`config.mk`:
```
export PLATFORM = sky130hd
export DESIGN_NAME = ram_rr_arbiter_flat
export DESIGN_NICKNAME = d
export VERILOG_FILES = /design/src/rtl/ram_rr_arbiter_if.sv /design/src/rtl/ram_rr_arbiter.sv /design/src/flat_wrapper.sv
export SDC_FILE = /design/constraint.sdc
export NUM_CORES = 1
export LEC_CHECK = 0
export ABC_AREA = 0
export CELL_PAD_IN_SITES_DETAIL_PLACEMENT = 1
export CELL_PAD_IN_SITES_GLOBAL_PLACEMENT = 1
export CORE_MARGIN = 4
export CORE_UTILIZATION = 17
export CTS_CLUSTER_DIAMETER = 60
export DETAILED_ROUTE_END_ITERATION = 7
export HOLD_SLACK_MARGIN = 0.08
export PLACE_DENSITY_LB_ADDON = 0.1
export SLEW_MARGIN = 20
export SYNTH_ARGS = -nofsm -noshare
export SYNTH_HDL_FRONTEND = slang
export SYNTH_SLANG_ARGS = --single-unit
```
`constraint.sdc`:
```
create_clock -name clk -period 5.9 [get_ports clk]
set_clock_uncertainty 0.15 [all_clocks]
set_input_delay 1.475 -clock clk [delete_from_list [all_inputs] [get_ports clk]]
set_output_delay 1.475 -clock clk [all_outputs]
set_load 0.01 [all_outputs]
```
`src/rtl/ram_rr_arbiter_if.sv`:
```
// Client command/response and RAM port bundle for the two-client RAM arbiter.
// The slave modport is the arbiter; the master modport is the surrounding clients plus RAM.
interface ram_rr_arbiter_if #(
    parameter int unsigned DWIDTH = 8,
    parameter int unsigned AWIDTH = 10
);
    logic              req0;
    logic              we0;
    logic [AWIDTH-1:0] addr0;
    logic [DWIDTH-1:0] wdata0;
    logic              gnt0;
    logic              rvalid0;

    logic              req1;
    logic              we1;
    logic [AWIDTH-1:0] addr1;
    logic [DWIDTH-1:0] wdata1;
    logic              gnt1;
    logic              rvalid1;

    logic [DWIDTH-1:0] rdata;

    logic              ram_wen;
    logic [AWIDTH-1:0] ram_waddr;
    logic [DWIDTH-1:0] ram_din;
    logic [AWIDTH-1:0] ram_raddr;
    logic [DWIDTH-1:0] ram_dout;

    modport slave (
        input  req0, we0, addr0, wdata0,
        input  req1, we1, addr1, wdata1,
        input  ram_dout,
        output gnt0, rvalid0, gnt1, rvalid1, rdata,
        output ram_wen, ram_waddr, ram_din, ram_raddr
    );

    modport master (
        output req0, we0, addr0, wdata0,
        output req1, we1, addr1, wdata1,
        output ram_dout,
        input  gnt0, rvalid0, gnt1, rvalid1, rdata,
        input  ram_wen, ram_waddr, ram_din, ram_raddr
    );
endinterface

```
`src/rtl/ram_rr_arbiter.sv`:
```
// Two-client round-robin arbiter for a simple dual-port RAM: one command granted per
// cycle, writes committed at the grant edge, read data returned one cycle after grant.
module ram_rr_arbiter #(
    parameter int unsigned DWIDTH = 8,
    parameter int unsigned AWIDTH = 10
) (
    input  logic                clk,
    input  logic                rst_n,
    ram_rr_arbiter_if.slave     io_bus
);

    logic              r_last_gnt;
    logic              r_rd_pend;
    logic              r_rd_id;

    logic              w_gnt0;
    logic              w_gnt1;
    logic              w_any;
    logic              w_sel_we;
    logic [AWIDTH-1:0] w_sel_addr;
    logic [DWIDTH-1:0] w_sel_wdata;
    logic              w_wr;
    logic              w_rd;

    // Grant depends only on requests and priority; the loser of the last grant wins ties.
    always_comb begin
        w_gnt0 = 1'b0;
        w_gnt1 = 1'b0;
        if (rst_n) begin
            if (io_bus.req0 && (!io_bus.req1 || r_last_gnt)) begin
                w_gnt0 = 1'b1;
            end else if (io_bus.req1) begin
                w_gnt1 = 1'b1;
            end
        end
    end

    always_comb begin
        w_any       = w_gnt0 | w_gnt1;
        w_sel_we    = w_gnt1 ? io_bus.we1    : io_bus.we0;
        w_sel_addr  = w_gnt1 ? io_bus.addr1  : io_bus.addr0;
        w_sel_wdata = w_gnt1 ? io_bus.wdata1 : io_bus.wdata0;
        w_wr        = w_any & w_sel_we;
        w_rd        = w_any & ~w_sel_we;
    end

    assign io_bus.gnt0      = w_gnt0;
    assign io_bus.gnt1      = w_gnt1;
    assign io_bus.ram_wen   = w_wr;
    assign io_bus.ram_waddr = w_wr ? w_sel_addr  : '0;
    assign io_bus.ram_din   = w_wr ? w_sel_wdata : '0;
    assign io_bus.ram_raddr = w_rd ? w_sel_addr  : '0;

    // Read response: reset kills a pending read in the same cycle it is asserted.
    assign io_bus.rvalid0 = rst_n & r_rd_pend & ~r_rd_id;
    assign io_bus.rvalid1 = rst_n & r_rd_pend &  r_rd_id;
    assign io_bus.rdata   = (rst_n && r_rd_pend) ? io_bus.ram_dout : '0;

    always_ff @(posedge clk) begin
        if (!rst_n) begin
            r_last_gnt <= 1'b1;
            r_rd_pend  <= 1'b0;
            r_rd_id    <= 1'b0;
        end else begin
            if (w_any) begin
                r_last_gnt <= w_gnt1;
            end
            r_rd_pend <= w_rd;
            if (w_rd) begin
                r_rd_id <= w_gnt1;
            end
        end
    end

endmodule
```
`src/flat_wrapper.sv`:
```
// flat-port wrapper written by rule: the top's interface ports become plain ports
module ram_rr_arbiter_flat 
#(
    parameter int unsigned DWIDTH = 8,
    parameter int unsigned AWIDTH = 10
)
  (clk, rst_n, io_bus_req0, io_bus_we0, io_bus_addr0, io_bus_wdata0, io_bus_req1, io_bus_we1, io_bus_addr1, io_bus_wdata1, io_bus_ram_dout, io_bus_gnt0, io_bus_rvalid0, io_bus_gnt1, io_bus_rvalid1, io_bus_rdata, io_bus_ram_wen, io_bus_ram_waddr, io_bus_ram_din, io_bus_ram_raddr);
  ram_rr_arbiter_if #(.DWIDTH(DWIDTH), .AWIDTH(AWIDTH)) io_bus_i ();
  input  logic clk;
  input  logic rst_n;
  input wire logic [$bits(io_bus_i.req0)-1:0] io_bus_req0;
  input wire logic [$bits(io_bus_i.we0)-1:0] io_bus_we0;
  input wire logic [$bits(io_bus_i.addr0)-1:0] io_bus_addr0;
  input wire logic [$bits(io_bus_i.wdata0)-1:0] io_bus_wdata0;
  input wire logic [$bits(io_bus_i.req1)-1:0] io_bus_req1;
  input wire logic [$bits(io_bus_i.we1)-1:0] io_bus_we1;
  input wire logic [$bits(io_bus_i.addr1)-1:0] io_bus_addr1;
  input wire logic [$bits(io_bus_i.wdata1)-1:0] io_bus_wdata1;
  input wire logic [$bits(io_bus_i.ram_dout)-1:0] io_bus_ram_dout;
  output wire logic [$bits(io_bus_i.gnt0)-1:0] io_bus_gnt0;
  output wire logic [$bits(io_bus_i.rvalid0)-1:0] io_bus_rvalid0;
  output wire logic [$bits(io_bus_i.gnt1)-1:0] io_bus_gnt1;
  output wire logic [$bits(io_bus_i.rvalid1)-1:0] io_bus_rvalid1;
  output wire logic [$bits(io_bus_i.rdata)-1:0] io_bus_rdata;
  output wire logic [$bits(io_bus_i.ram_wen)-1:0] io_bus_ram_wen;
  output wire logic [$bits(io_bus_i.ram_waddr)-1:0] io_bus_ram_waddr;
  output wire logic [$bits(io_bus_i.ram_din)-1:0] io_bus_ram_din;
  output wire logic [$bits(io_bus_i.ram_raddr)-1:0] io_bus_ram_raddr;
  assign io_bus_i.req0 = io_bus_req0;
  assign io_bus_i.we0 = io_bus_we0;
  assign io_bus_i.addr0 = io_bus_addr0;
  assign io_bus_i.wdata0 = io_bus_wdata0;
  assign io_bus_i.req1 = io_bus_req1;
  assign io_bus_i.we1 = io_bus_we1;
  assign io_bus_i.addr1 = io_bus_addr1;
  assign io_bus_i.wdata1 = io_bus_wdata1;
  assign io_bus_i.ram_dout = io_bus_ram_dout;
  assign io_bus_gnt0 = io_bus_i.gnt0;
  assign io_bus_rvalid0 = io_bus_i.rvalid0;
  assign io_bus_gnt1 = io_bus_i.gnt1;
  assign io_bus_rvalid1 = io_bus_i.rvalid1;
  assign io_bus_rdata = io_bus_i.rdata;
  assign io_bus_ram_wen = io_bus_i.ram_wen;
  assign io_bus_ram_waddr = io_bus_i.ram_waddr;
  assign io_bus_ram_din = io_bus_i.ram_din;
  assign io_bus_ram_raddr = io_bus_i.ram_raddr;
  ram_rr_arbiter #(.DWIDTH(DWIDTH), .AWIDTH(AWIDTH)) u_core (.clk(clk), .rst_n(rst_n), .io_bus(io_bus_i));
endmodule
```
==> results.ini, run 1 <==
[synth]
syn_area_um2=776
syn_inst=110
ys_warn_count=0
synth_edf_count=0
yosysTopAreaCellShare_pct=17.4
yosysTopAreaCell=a211oi_1
synth_seq_cells=3
synth_nets=160
synthTopCellsByArea=a211oi_1, a211oi_2, o21ai_0, nand3_1, and3_1
postSynth.asyncResetShare_pct=0
ys_seq_area_share_pct=7.74
ys_types=23
synth.avg_cell_area_um2=7.05
synth_top_flop_cell=dfxtp_1

[die]
dieWidth_um=75.6
io_pins=91
dieArea_um2=5710
rows=24
fp.dieH_um=75.6
coreArea_um2=4380
initial_core_util_pct=17.7

[clock_tree]
holdBufCountCts=0
cts.sinks=3
clockRootBuffer=clkbuf_8
post-cts-setup-buffers=0
ctsLongestPathBuffers=2
clk_latency_ps=210
htree_levels=1
cts_repair_resize_count=0
cts_tree=done
cts_made_buffers=3
clkTransAtPathRegs_ps=30

[timing]
setup_viol=0
drv_slew=0
finalSetupTns_ps=0
min_period_over_period_pct=93.0
tightest_slew_ps=804
fin_crit_ps=5490
slew_headroom_pct=46.4
max_freq_ghz=0.182
rsz0062_at_grt=no
hold_violations=0

[detailed_routing]
drt-total-wl_um=4160
dr.pass1.iters=4
drtIter0Drc=52
ant_nets=0
via_per_inst=5.05
drc=0
wl_per_cell_um=16.9
num_vias=1248

[place]
dpl.hpwl_um=3170
place_congestion=0.754
port_buffers=90
dp.cells=243

[setup_path]
critical_path_arrival_ps=3860
end_kind=primary output
cp_max_fo=19
cp-startpoint=io_bus_req0
reg2regPathDepth=4
reg2reg_from=u_core.r_last_gnt$_SDFFE_PN1P_
cp-start-kind=input port
path_class=input port to primary output
critPathRequiredTime_ps=4280

[grt]
gr-total-overflow=0
antenna_found_initial=0
grt_pass1_vias=1338
grt_pass1_wl_um=6380
grt_usage_pct=14.5
grt_start_max_net_pins=43

[finish]
nets=246
final_common_cell=clkdlybuf4s50_1
final_cell_mix=clkdlybuf4s50_1, o21ai_0, a211oi_1
drive_above_1_share_pct=10.3
area_delta_synth_final_pct=127
fin_cells=247
antenna_cells=0

[flow_run]
cap_violations=0

[status]
status=finished clean

[hold_path]
hold_depth=2
hold_class=register to register
hp-start=u_core.r_rd_id$_SDFFE_PN0P_

[pwr]
leakage_nw=0.580
ir_worst_vdd_uv=47.9
p_per_area_nw_per_um2=110

cells by family after synthesis:
logic type	synth area share (%)
AOI/OAI and AO/OA	56.6
and+or+nand+nor	25.8
buffers and inverters	9.84
DFF	7.74
report_power, final:
group | leakage (nW) | internal [mW] | switching [mW]
Clock | 0.0228 | 0.0461 | 0.0140
Sequential | 0.0248 | 0.0217 | 0.00220
Combinational | 0.533 | 0.0616 | 0.0489
Total | 0.580 | 0.129 | 0.0651
worst max-delay path, stage by stage:
cell and delay [ps]:
clkdlybuf4s50_1 690, a21bo_1 530, o21ai_0 240, a211oi_1 320, clkdlybuf4s50_1 600
Yosys cell counts (2+ instances only):
library cell / number
buf_6: 2
nor2_1: 4
buf_2: 3
inv_1: 2
o21ai_0: 19
clkbuf_1: 7
dfxtp_1: 3
a211oi_1: 18
nand3_1: 17
nand2_1: 4
a211oi_2: 10
and3_1: 10
final cells by class:
| class | count | area (um2) |
|---|---|---|
| repair buffers | 94 | 943 |
| flip-flops and latches | 3 | 60.1 |
| fillers | 533 | 2620 |
| well taps | 52 | 65.1 |
| multi-input cells | 92 | 639 |
| clock buffers | 4 | 45.0 |
| inverters | 2 | 7.51 |
routing by layer:
metal	up-vias	GRT usage, %	wire, um
li1	606	-	-
met1	576	17.6	1740
met2	60	24.0	1930
met3	6	3.96	434
met4	0	5.83	61
met5	-	0	0
flip-flops by register name, indices dropped and copies added, names as in the netlist:
name / count
u_core.r_last_gnt: 1
u_core.r_rd_id: 1
u_core.r_rd_pend: 1
through the flow:
step	power [mW]	cell area [um2]	util, %	hold slack (ps)	worst slack [ps]
floorplan	0.0703	776	-	386	1740
global placement	0.134	1720	39.1	426	520
detailed placement	0.135	1720	39.1	437	400
CTS	0.198	1760	40.2	439	389
global route	0.209	1760	40.2	529	206
finish	0.195	1760	40.2	438	413
path summary, 6_finish.rpt:
| kind | slack, ps | endpoint |
|---|---|---|
| worst max-delay path | 410 | io_bus_ram_raddr[5] |
| worst min-delay path | 440 | u_core.r_rd_id$_SDFFE_PN0P_ |
| worst max register to register | 4520 | u_core.r_rd_pend$_SDFF_PN0_ |
| worst min register to register | 440 | u_core.r_rd_id$_SDFFE_PN0P_ |
Note: power is estimated with default switching activity, not from simulation.
==> run 2, diff against run 1 <==
Settings changed: SKIP_LAST_GASP from default to 1.
==> results of run 2 <==
Final layout, timing and power as in run 1 (identical DEF).
==> run 3, diff against run 2 <==
==> constraint.sdc (replaced) <==
create_clock -name clk -period 5.9 [get_ports clk]
set_clock_uncertainty 0.15 [all_clocks]
set_input_delay 1.18 -clock clk [delete_from_list [all_inputs] [get_ports clk]]
set_output_delay 1.18 -clock clk [all_outputs]
set_load 0.01 [all_outputs]
==> run 3 against run 2 <==
  * Register-to-register slack about the same
  * Fmax increased by 12%
  * Worst hold slack improved by 9.0 ps
  * Via count is 1.6% lower
  * Final area is 0.28% lower
  * Global-route usage down 0.51 points
  * Non-clock buffer count grew 1
  * First-iteration DRC count increased by 7.7%
  * Core utilization down 0.11 points
  * Largest power group unchanged
==> results.ini, run 3 (synthesis results as in run 1) <==
[clock_tree]
post-cts-setup-buffers=0
cts_tree=done
cts_made_buffers=3
htree_levels=1
cts.sinks=3
clk_latency_ps=220
holdBufCountCts=0
cts_repair_resize_count=0
clockRootBuffer=clkbuf_8
ctsLongestPathBuffers=2
clkTransAtPathRegs_ps=30

[finish]
nets=247
area_delta_synth_final_pct=126
final_common_cell=clkdlybuf4s50_1
final_cell_mix=clkdlybuf4s50_1, o21ai_0, a211oi_1
reg_top3=u_core.r_last_gnt x1, u_core.r_rd_id x1, u_core.r_rd_pend x1
drive_above_1_share_pct=10.7
antenna_cells=0

[timing]
tightest_slew_ps=766
min_period_over_period_pct=83.0
fin_crit_ps=4900
fin_hold_ws_ps=447
max_freq_ghz=0.204
hold_violations=0
slew_headroom_pct=48.9
drv_slew=0
rsz0062_at_grt=no
setup_viol=0
finalSetupTns_ps=0

[setup_path]
critical_path_arrival_ps=3570
cp-start-kind=input port
cp_num_cells=5
cp_top_family=buffers and inverters
cp_max_fo=19
crit_chain=clkdlybuf4s50_1, a21bo_1, o21ai_0, a211oi_1, clkdlybuf4s50_1
critPathMaxStageDelay_ps=680
ff2ff_setup_slack_ps=4520
critPathRequiredTime_ps=4570
reg2regPathDepth=4
cpMostUsedCell=clkdlybuf4s50_1
cp_num_buf_inv=2
slowest_stage=clkdlybuf4s50_1
path_class=input port to primary output
end_kind=primary output

[grt]
grt_usage_pct=13.9
grt_pass1_vias=1278
grt_start_max_net_pins=32
grt_pass1_wl_um=6180
antenna_found_initial=0
gr-total-overflow=0

[die]
coreArea_um2=4380
dieArea_um2=5710
dieWidth_um=75.6
rows=24
io_pins=91
initial_core_util_pct=17.7
fp.dieH_um=75.6

[pwr]
clkPwrFrac_pct=31.6
p_seq_share_pct=12.3
p_switching_uw=65.3
p_comb_share_pct=56.1
netSwitchingFraction_pct=33.6
p_per_area_nw_per_um2=111
p_int_uw=129
ir_worst_vdd_uv=48.0
leakage_nw=0.580

[place]
dpl.hpwl_um=3120
place_congestion=0.669
port_buffers=90

[detailed_routing]
dr.pass1.iters=4
ant_nets=0
via_per_inst=4.95
drt-total-wl_um=4010
drc=0
wl_per_cell_um=16.2
num_vias=1228
drtIter0Drc=56

[hold_path]
hold_class=register to register
hold_depth=2

[status]
status=finished clean

[flow_run]
cap_violations=0

==> run 3: cell type report <==
cell class / instances / area, um2
Sequential cell: 3 / 60.1
Fill cell: 521 / 2630
Timing Repair Buffer: 95 / 938
Inverter: 2 / 7.51
Multi-Input combinational cell: 92 / 639
Tap cell: 52 / 65.1
Clock buffer: 4 / 45.0
==> run 3: power groups by stage <==
stage	clock network, mW	logic [mW]	registers [mW]
after detailed placement	0	0.110	0.0242
after CTS	0.0626	0.111	0.0239
after global placement	0	0.109	0.0240
after global routing	0.0654	0.118	0.0241
after floorplan	0	0.0468	0.0235
final	0.0613	0.109	0.0240
==> run 3: stage by stage <==
step	total power, mW	setup slack, ps	instances	utilization [%]	instance area (um2)
final	0.194	1000	248	40.0	1760
after global routing	0.208	784	248	40.0	1760
after CTS	0.197	947	248	40.0	1760
after detailed placement	0.134	981	244	39.0	1710
after global placement	0.133	1050	244	39.0	1710
after floorplan	0.0703	2330	110	-	776
==> run 3: worst paths after layout <==
| check | start | to |
|---|---|---|
| setup / recovery | io_bus_req0 | io_bus_ram_raddr[2] |
| hold / removal | u_core.r_rd_id$_SDFFE_PN0P_ | u_core.r_rd_id$_SDFFE_PN0P_ |
| setup reg to reg | u_core.r_last_gnt$_SDFFE_PN1P_ | u_core.r_rd_pend$_SDFF_PN0_ |
| hold reg to reg | u_core.r_rd_id$_SDFFE_PN0P_ | u_core.r_rd_id$_SDFFE_PN0P_ |
==> run 3: tightest hold or removal path, cell delays in order (launching register included) <==
cell	delay (ps)
dfxtp_1	330
o21ai_0	180
a21oi_1	40
==> run 3: layer usage <==
layer / GRT usage, % / vias up / share of wire (%)
met3: 6.46 / 7 / 12
met4: 3.88 / 0 / 1.2
met2: 23.4 / 63 / 46
li1: - / 605 / -
met5: 0 / - / 0
met1: 15.9 / 553 / 40
